[config.mk]
export PLATFORM = sky130hd
export DESIGN_NAME = fir_tap_loader
export DESIGN_NICKNAME = d
export VERILOG_FILES = /design/src/rtl/fir_tap_loader.sv
export SDC_FILE = /design/constraint.sdc
export NUM_CORES = 1
export LEC_CHECK = 0
export ABC_AREA = 0
export BUFFER_PORTS_ARGS = -buffer_cell sky130_fd_sc_hd__clkbuf_2
export CAP_MARGIN = 5
export CORE_MARGIN = 3
export CORE_UTILIZATION = 37
export DETAILED_ROUTE_END_ITERATION = 7
export PLACE_DENSITY = 0.76
export SKIP_CTS_REPAIR_TIMING = 1
export SLEW_MARGIN = 40
export SYNTH_ARGS = -nofsm -noshare
export SYNTH_HDL_FRONTEND = slang
export SYNTH_SLANG_ARGS = --single-unit
[constraint.sdc]
create_clock -name clk -period 1.3 [get_ports clk]
set_input_delay 0.26 -clock clk [delete_from_list [all_inputs] [get_ports clk]]
set_output_delay 0.26 -clock clk [all_outputs]
set_load 0.01 [all_outputs]
[src/rtl/fir_tap_loader.sv]
// Streams N coefficient words from a valid/ready source into the FIR tap RAM
// write port and holds the FIR datapath frozen until a complete tap set is present.
module fir_tap_loader #(
    parameter int N      = 11,
    parameter int WIDTH  = 32,
    parameter int ADDR_W = 4
) (
    input  logic              clk,
    input  logic              rst,
    input  logic              load_start,
    input  logic              coef_valid,
    input  logic [WIDTH-1:0]  coef_data,
    output logic              coef_ready,
    output logic [WIDTH-1:0]  tap_ram_in,
    output logic [3:0]        tap_ram_we,
    output logic [ADDR_W-1:0] tap_ram_addr,
    output logic              fir_hold,
    output logic              taps_valid,
    output logic              load_done,
    output logic              overrun_err
);

    typedef enum logic [1:0] {
        IDLE = 2'd0,
        LOAD = 2'd1,
        DONE = 2'd2
    } state_t;

    localparam logic [ADDR_W-1:0] LAST_IDX = ADDR_W'(N - 1);

    state_t            state;
    state_t            state_nxt;
    logic [ADDR_W-1:0] idx;
    logic [ADDR_W-1:0] idx_nxt;
    logic              handshake;
    logic              last_tap;

    assign coef_ready = (state == LOAD);
    // load_start wins over a coincident handshake: that word is dropped.
    assign handshake  = coef_valid & coef_ready & ~load_start;
    assign last_tap   = (idx == LAST_IDX);
    assign fir_hold   = ~taps_valid;

    always_comb begin
        state_nxt = state;
        idx_nxt   = idx;
        if (load_start) begin
            state_nxt = LOAD;
            idx_nxt   = '0;
        end else begin
            case (state)
                IDLE: state_nxt = IDLE;
                LOAD: begin
                    if (handshake) begin
                        if (last_tap) begin
                            state_nxt = DONE;
                            idx_nxt   = '0;
                        end else begin
                            idx_nxt = idx + ADDR_W'(1);
                        end
                    end
                end
                DONE:    state_nxt = IDLE;
                default: state_nxt = IDLE;
            endcase
        end
    end

    always_ff @(posedge clk or posedge rst) begin
        if (rst) begin
            state <= IDLE;
            idx   <= '0;
        end else begin
            state <= state_nxt;
            idx   <= idx_nxt;
        end
    end

    always_ff @(posedge clk or posedge rst) begin
        if (rst) begin
            tap_ram_we   <= 4'h0;
            tap_ram_addr <= '0;
            tap_ram_in   <= '0;
            taps_valid   <= 1'b0;
            load_done    <= 1'b0;
            overrun_err  <= 1'b0;
        end else begin
            tap_ram_we <= handshake ? 4'hF : 4'h0;
            if (handshake) begin
                tap_ram_addr <= idx;
                tap_ram_in   <= coef_data;
            end
            load_done <= (state == DONE) & ~load_start;
            if (load_start) begin
                taps_valid  <= 1'b0;
                overrun_err <= 1'b0;
            end else begin
                if (state == DONE)
                    taps_valid <= 1'b1;
                if (coef_valid && (state != LOAD))
                    overrun_err <= 1'b1;
            end
        end
    end

endmodule

==> summary.txt <==
Worst setup path
  • R2r setup slk: -0.08 ns
  • Worst R2R Path Depth: 5
  • WP data arrival: 1.61 ns
  • Crit Reg-Reg Startpoint: idx[0]
  • Crit path max-delay cell type: or4b_1
  • Worst setup EP type: flip-flop
  • CP startpoint kind: flip-flop
  • CP max stage delay: 0.46 ns
  • Top delay family on crit path: simple AND/OR/NAND/NOR gates
  • Reg-to-Reg End: idx[2]
  • CP required: 1.53 ns
  • Kind of critical path: reg2reg
  • WP buf/inv: 1
  • Worst-path cell chain: inv_1, ha_2, nand3b_1, or4b_1, a21oi_2
  • CP Max Fanout: 4

Floorplan
  • Die height: 76.7 um
  • IO Pins: 81
  • CORE AREA: 4790 um2
  • Core Rows: 25
  • Chip width: 76.7 um
  • Total Die Area: 5880 um2
  • Initial Utilization: 38.6%

Synth
  • Syn_area_per_cell: 15.1 um2
  • Commonest cells in the netlist: dfrtp_1, mux2_2, inv_1
  • Sequential area share after synthesis: 62.3%
  • Post-synthesis register bit count: 46
  • Post-Synthesis Cells: 122
  • Number of flops mapped to enable cells by yosys: 0
  • Yosys warns: 0
  • Yosys top cell area share: 62.3%
  • Ys async rst share: 100%
  • Leading area contributor after synthesis: dfrtp_1
  • Syn Nets: 160
  • Synth Flop Type: dfrtp_1
  • Synth unique cells: 24
  • Top area cells in the synthesized netlist: dfrtp_1, mux2_2, buf_6, ha_1, buf_4
  • Syn Std Cell Area: 1850 um2
  • Most common cell in the netlist: dfrtp_1

Timing
  • Final setup fails: 38
  • Measured slew at the worst slew-check pin: 0.290 ns
  • Max Clock Freq: 722 MHz
  • Final worst slack: -0.0842 ns
  • Final Critical Period: 1.38 ns
  • Pins Over Slew Limit: 0
  • Setup TNS: -1.79 ns
  • Final setup skew: 0.00428 ns
  • Worst slew margin: 80.7%
  • Final count of hold timing violations: 0
  • Tcrit/Tclk final: 106%
  • Unrepaired setup endpoints after global routing: yes

Layout
  • Nets@finish: 253
  • N_diodes: 0
  • Fin area: 2650 um2
  • Area Growth Syn to Fin: 43.5%
  • Layout cells sized above 1: 68.1%

Power
  • Power Density: 1300 nW/um2
  • P_leak: 1.37 nW
  • Max VDD drop: 0.709 mV
  • Pwr Total: 3.44 mW

Clocking
  • CTS tree: done
  • Clock sinks: 46
  • Max Buffers Root-to-Sink: 2
  • Cts bufs inserted: 5
  • Clock slew at reported path FFs: 0.08 ns
  • Root buffer cell: clkbuf_8
  • CTS H-tree lvls: 2
  • Clk Latency, worst-skew pair: 0.29 ns

Detailed routing
  • DRC violation count after routing: 0
  • Via Count: 1273
  • Wire per inst: 13.6 um
  • DR pass1 iterations: 4
  • First DRT Iteration DRCs: 40
  • Antenna Nets Post-Route: 0
  • Drt via density: 4.50
  • Routed WL: 3.85 mm

Place
  • Pre-CTS setup slack: -0.0677 ns
  • RePlAce Congestion: 0.736
  • Detail Placement HPWL: 2.74 mm
  • Area post-placement: 2410 um2
  • Port Buf Inserts: 80

Global routing
  • Largest net degree at the start of global routing: 25
  • First-pass GRT wire length: 6.15 mm
  • All-layer global routing usage: 13.1%
  • Initial antenna violation count: 0
  • Vias in the first global route: 1332
  • Remaining global-route overflow: 0

Flow run
  • Maxcap violations: 0

Status
  • Failing checks: setup timing
  • Status: complete, but fails checks

Hold path
  • Tightest Hold Check Type: in2async
==> metal layers <==
metal / vias to the layer above / track usage (%) / routed length, um
li1: 604 / - / -
met1: 626 / 14.9 / 1510
met2: 37 / 23.6 / 2110
met3: 6 / 3.87 / 170
met4: 0 / 4.35 / 53
met5: - / 0 / 0
==> cell type report <==
class	instances	area, um2
sequential	46	1150
inverter	5	22.5
timing repair buffer	93	533
clock buffer	5	68.8
fill	441	2140
multi-input combinational	64	751
tap	67	83.8
clock inverter	3	40.0
==> worst max-delay path by stage <==
| stage | from | endpoint | depth (start not counted) |
|---|---|---|---|
| 5_1_grt | idx[0] | idx[2] | 5 |
| 3_3_place_gp | idx[0] | idx[2] | 5 |
| 3_5_place_dp | idx[0] | idx[2] | 5 |
| 4_1_cts | state[1] | coef_ready | 3 |
| 2_1_floorplan | idx[0] | idx[2] | 5 |
| 6_report | idx[0] | idx[2] | 5 |
==> power breakdown <==
part | internal, mW | switching [mW]
combinational | 0.415 | 0.305
clock | 0.566 | 0.459
sequential | 1.60 | 0.0970
total | 2.58 | 0.861
==> registers in the layout (all words and copies together) (netlist names) <==
name	cells
overrun_err	1
state	2
tap_ram_we	1
tap_ram_in	32
load_done	1
tap_ram_addr	4
idx	4
taps_valid	1
==> layout by cell type (no fill, tap or decap), types with 2 or more instances in the layout <==
master / Yosys / final
nand3_1: 3 / 2
clkinv_2: 0 / 2
nand2b_1: 3 / 3
inv_1: 5 / 4
mux2_2: 35 / 8
clkbuf_2: 0 / 79
nor2_1: 2 / 2
mux2_4: 0 / 28
nand3b_1: 3 / 3
o31ai_2: 0 / 2
buf_6: 3 / 2
buf_12: 0 / 2
clkbuf_8: 0 / 5
buf_4: 3 / 10
dfrtp_1: 46 / 46
==> stage by stage <==
stage                     hold slack, ns  util, %  cells
after floorplan                    0.277        -    122
after global placement             0.341     50.5    275
after detailed placement           0.342     50.5    275
after CTS                        0.00878     52.7    283
after global routing              0.0379     55.4    283
final                             0.0101     55.4    283
==> cell families (layout without fill, tap and decap cells) <==
logic type / after synthesis / after routing / share of synthesized area [%]
mux: 36 / 36 / 22.0
fa+ha+maj: 2 / 2 / 1.35
compound gates: 8 / 8 / 2.78
simple gates: 18 / 18 / 7.32
buf+inv: 12 / 106 / 4.27
flops: 46 / 46 / 62.3
==> worst register-to-register path, delay by kind of cell (launching register included) <==
family          cells  cell delay, ns
simple gates        2            0.57
flops               1            0.39
compound gates      1            0.13
fa+ha+maj           1            0.18
buf+inv             1            0.06
Note: power is estimated with default switching activity, not from simulation.
